$ cat config.mk
export PLATFORM = sky130hd
export DESIGN_NAME = fifo_rd_stream
export DESIGN_NICKNAME = d
export VERILOG_FILES = /design/src/rtl/fifo_rd_stream.sv
export SDC_FILE = /design/constraint.sdc
export NUM_CORES = 1
export LEC_CHECK = 0
export CAP_MARGIN = 30
export CORE_MARGIN = 5
export CORE_UTILIZATION = 35
export DETAILED_ROUTE_END_ITERATION = 8
export GPL_TIMING_DRIVEN = 1
export PLACE_DENSITY = 0.69
export RECOVER_POWER = 100
export SLEW_MARGIN = 0
export SYNTH_ARGS = -nofsm -noshare
export SYNTH_HDL_FRONTEND = slang
export SYNTH_SLANG_ARGS = --single-unit
$ cat constraint.sdc
create_clock -name rd_clk -period 1.9 [get_ports rd_clk]
set_input_delay 0.38 -clock rd_clk [delete_from_list [all_inputs] [get_ports rd_clk]]
set_output_delay 0.38 -clock rd_clk [all_outputs]
set_load 0.01 [all_outputs]
$ cat src/rtl/fifo_rd_stream.sv
// Read-side drain engine: issues FIFO reads, absorbs the 1-cycle read latency
// in a 2-entry skid buffer and presents the words as a valid/ready stream.
module fifo_rd_stream #(
  parameter int DATA_LEN = 8,
  parameter int CNT_LEN  = 16
) (
  input  logic                rd_clk,
  input  logic                rd_rst,
  input  logic                drain_en,
  input  logic                rd_empty,
  input  logic [DATA_LEN-1:0] rd_data,
  output logic                rd_en,
  output logic                out_valid,
  input  logic                out_ready,
  output logic [DATA_LEN-1:0] out_data,
  output logic [CNT_LEN-1:0]  out_count,
  output logic                busy
);

  logic [1:0]          occ_r;
  logic                inflight_r;
  logic                head_r;
  logic                tail_r;
  logic [DATA_LEN-1:0] mem_r [2];
  logic [CNT_LEN-1:0]  count_r;

  logic                pop_s;
  logic [2:0]          committed_s;
  logic [2:0]          limit_s;

  assign pop_s       = out_valid && out_ready;
  // Words already owed to the buffer (stored + in flight) must stay below 2
  // after this cycle's pop; pop is added on the right to avoid underflow.
  assign committed_s = {1'b0, occ_r} + {2'b00, inflight_r};
  assign limit_s     = 3'd2 + {2'b00, pop_s};
  assign rd_en       = !rd_rst && drain_en && !rd_empty && (committed_s < limit_s);

  assign out_valid   = (occ_r != 2'd0);
  assign out_data    = mem_r[head_r];
  assign out_count   = count_r;
  assign busy        = (occ_r != 2'd0) || inflight_r || rd_en;

  // Skid buffer occupancy, pointers, storage and the read-in-flight flag.
  always_ff @(posedge rd_clk or posedge rd_rst) begin
    if (rd_rst) begin
      occ_r      <= 2'd0;
      inflight_r <= 1'b0;
      head_r     <= 1'b0;
      tail_r     <= 1'b0;
      mem_r[0]   <= {DATA_LEN{1'b0}};
      mem_r[1]   <= {DATA_LEN{1'b0}};
    end else begin
      inflight_r <= rd_en;
      occ_r      <= occ_r + {1'b0, inflight_r} - {1'b0, pop_s};
      if (inflight_r) begin
        mem_r[tail_r] <= rd_data;
        tail_r        <= ~tail_r;
      end
      if (pop_s) begin
        head_r <= ~head_r;
      end
    end
  end

  // Delivered-word counter, wraps naturally at 2^CNT_LEN.
  always_ff @(posedge rd_clk or posedge rd_rst) begin
    if (rd_rst) begin
      count_r <= {CNT_LEN{1'b0}};
    end else if (pop_s) begin
      count_r <= count_r + {{(CNT_LEN-1){1'b0}}, 1'b1};
    end
  end

  fifo_rd_stream_chk u_chk (
    .clk      (rd_clk),
    .rst      (rd_rst),
    .occ      (occ_r),
    .inflight (inflight_r)
  );

endmodule

// Invariant monitor: the buffer can never be over-committed.
module fifo_rd_stream_chk (
  input logic       clk,
  input logic       rst,
  input logic [1:0] occ,
  input logic       inflight
);

  a_no_overcommit: assert property (@(posedge clk) disable iff (rst)
    (({1'b0, occ} + {2'b00, inflight}) <= 3'd2));

endmodule

==> results.json <==
{
  "grt_max_degree": 38,
  "track_usage_pct": 11.6,
  "hold_violations": 0,
  "internal_power_mw": 2.15,
  "drc": 0,
  "worstRegToRegCells": 10,
  "drive_above_1_share_pct": 34.9,
  "coreArea_um2": 4790,
  "antenna_found_initial": 0,
  "hold_path_depth": 1,
  "grt.overflow.total": 0,
  "antenna_cells": 0,
  "worstHoldPathType": "reg -> reg",
  "slowest_stage": "dfrtp_1",
  "gp_congestion": 0.811,
  "dieArea_um2": 6480,
  "final_common_cell": "dfrtp_1",
  "drt_first_pass_iters": 4,
  "finalPower_mw": 3.21,
  "area_growth_pct": 38.1,
  "peakVddDrop_v": 0.000639,
  "cp.required_ps": 2110,
  "ioPinCount": 40,
  "synth_nets": 147,
  "leakage_nw": 1.06,
  "routed_wl_um": 3370,
  "dp_hpwl_um": 2400,
  "tns_ps": 0,
  "worstHoldStart": "out_count[15]",
  "timing.critical_path.buf_inv": 4,
  "worstPathArrival_ps": 2100,
  "clock_power_share_pct": 16.2,
  "swShare_pct": 32.9,
  "drt_iter0_markers": 20,
  "detail-route-antenna-nets": 0,
  "numCtsBuffers": 5,
  "ff2ff_setup_slack_ps": 10,
  "switching_power_mw": 1.06,
  "cp-start-kind": "register",
  "path_delay_family": "flip-flops",
  "grt_pass1_vias": 1224,
  "fmax_ghz": 0.530,
  "netlist_instances": 129,
  "power.density_nw_per_um2": 1340,
  "path_max_fanout": 3,
  "crit_path_max_incr_delay_ps": 440,
  "via_per_inst": 4.52,
  "reg2reg_from": "occ_r[0]",
  "setup_viol": 0,
  "tritoncts": "yes",
  "r2r_end": "occ_r[1]",
  "fin_skew_ps": 5.42,
  "avgSynthCellArea_um2": 13.5,
  "initial_utilization_pct": 36.3,
  "dr_total_vias": 1144,
  "rsz0062_at_grt": "yes",
  "seq_power_share_pct": 41.3,
  "slew_headroom_pct": 39.1,
  "yosysSeqAreaShare_pct": 53.2,
  "layout_common_cells": "dfrtp_1, clkdlybuf4s50_1, mux2_2",
  "cts.path.max_buffers": 2,
  "dp_cells": 238,
  "status": "complete, no violations",
  "fin_cells": 253,
  "ys_ff_latch": 37,
  "path_cells": "buf_6 -> or2_4 -> nand2_4 -> buf_6 -> inv_8 -> ha_1 -> inv_1 -> ha_2 -> xnor2_1 -> xnor2_1",
  "p_comb_share_pct": 42.5,
  "io_buffers": 39,
  "htreeDepth": 2,
  "routedWlPerCell_um": 13.3,
  "die_w_um": 80.5,
  "clock_latency_ps": 280,
  "period_needed_ps": 1890,
  "finalMaxSlewViolations": 0,
  "rows": 25,
  "critPathKind": "reg -> reg",
  "grt_pass1_wl_um": 5650,
  "postLayoutCoreUtil_pct": 50.2,
  "cap_violations": 0,
  "cts.sinks": 37,
  "end_kind": "register",
  "layout.nets": 203,
  "syn_area_um2": 1740,
  "die_height_um": 80.5,
  "ctsRootBufferMaster": "clkbuf_8",
  "ys_warn_count": 0,
  "post-route-period-util_pct": 99.3,
  "yosysUniqueCellTypes": 29,
  "holdPathEnd": "out_count[15]",
  "path_clk_slew_ps": 70,
  "worstMarginPinSlew_ps": 914
}
-- cell families after synthesis --
| group | count (synthesis) | synth area share (%) |
|---|---|---|
| compound gates | 2 | 0.719 |
| xor+xnor | 19 | 9.57 |
| fa+ha+maj | 5 | 3.60 |
| buf+inv | 8 | 2.66 |
| flops | 37 | 53.2 |
| mux | 24 | 15.5 |
| simple gates | 34 | 14.7 |
-- what timing repair did --
item                       4_1_cts  5_1_grt
resized for setup               24        7
hold buffers                     0        0
hold endpoints to repair         0        0
setup buffers                    5        2
pin swaps                        7        5
setup endpoints to repair       12        3
-- registers in the layout, indices dropped and copies added (netlist names) --
signal      count
head_r          1
inflight_r      1
mem_r          16
occ_r           2
out_count      16
tail_r          1
-- routing by layer --
layer  vias up  track usage (%)  part of all wire (%)  wire length (um)
li1        547                -                     -                 -
met1       553             14.4                    46              1540
met2        37             18.7                    47              1570
met3         7             4.15                   6.3               211
met4         0             3.55                   1.4                46
met5         -                0                     0                 0
-- worst register-to-register path, stage by stage (launching register included) --
cell	delay (ps)
dfrtp_1	440
buf_6	140
or2_4	260
nand2_4	70
buf_6	110
inv_8	30
ha_1	260
inv_1	40
ha_2	160
xnor2_1	160
xnor2_1	130
-- worst max-delay path by stage --
stage	startpoint	end	slack, ps	cells past startpoint
3_3_place_gp	rd_rst	busy	-220	5
2_1_floorplan	rd_rst	busy	190	3
4_1_cts	occ_r[0]	busy	-20	6
3_5_place_dp	rd_rst	busy	-280	5
5_1_grt	occ_r[0]	occ_r[1]	-50	10
6_report	occ_r[0]	occ_r[1]	10	10
-- power by group through the flow --
stage | clock, mW | combinational [mW] | sequential (mW)
2_1_floorplan | 0 | 0.749 | 1.30
6_report | 0.520 | 1.36 | 1.32
3_5_place_dp | 0 | 1.35 | 1.36
3_3_place_gp | 0 | 1.32 | 1.33
4_1_cts | 0.546 | 1.35 | 1.31
5_1_grt | 0.573 | 1.49 | 1.36
-- metrics by stage --
| stage | area (um2) | setup slack, ps | hold slack [ps] |
|---|---|---|---|
| 2_1_floorplan | 1740 | 190 | 344 |
| 3_3_place_gp | 2240 | -224 | 458 |
| 3_5_place_dp | 2240 | -282 | 469 |
| 4_1_cts | 2360 | -21.8 | 478 |
| 5_1_grt | 2400 | -51.7 | 506 |
| 6_report | 2400 | 13.4 | 476 |
-- synthesized netlist by cell type --
library cell / n / area share [%]
nand3b_1: 1 / 0.43
xnor2_1: 13 / 6.5
and3_1: 1 / 0.36
mux2_2: 23 / 15
o21a_1: 1 / 0.43
inv_1: 4 / 0.86
nand3_1: 1 / 0.29
nand3_2: 3 / 1.7
nand4_2: 2 / 1.4
nor3_2: 1 / 0.58
and3_4: 1 / 0.65
nand2b_1: 2 / 0.72
buf_2: 1 / 0.29
nand2_1: 9 / 1.9
nand4_4: 2 / 2.4
buf_6: 1 / 0.65
xor2_1: 6 / 3.0
nand4_1: 1 / 0.36
nand2_4: 1 / 0.65
nor3_4: 1 / 0.94
clkbuf_1: 1 / 0.22
o21ai_0: 1 / 0.29
or2_4: 1 / 0.50
and2_1: 1 / 0.36
inv_8: 1 / 0.65
ha_1: 5 / 3.6
dfrtp_1: 37 / 53
nor2_1: 6 / 1.3
mux2_1: 1 / 0.65
-- area by class of cell --
cell class | instances | area [um2]
fill | 440 | 2380
sequential | 37 | 927
multi-input combinational | 84 | 813
timing repair buffer | 52 | 465
tap | 67 | 83.8
clock buffer | 7 | 76.3
inverter | 5 | 27.5
clock inverter | 1 | 7.51
No activity file was read; power rests on OpenSTA's default activity.
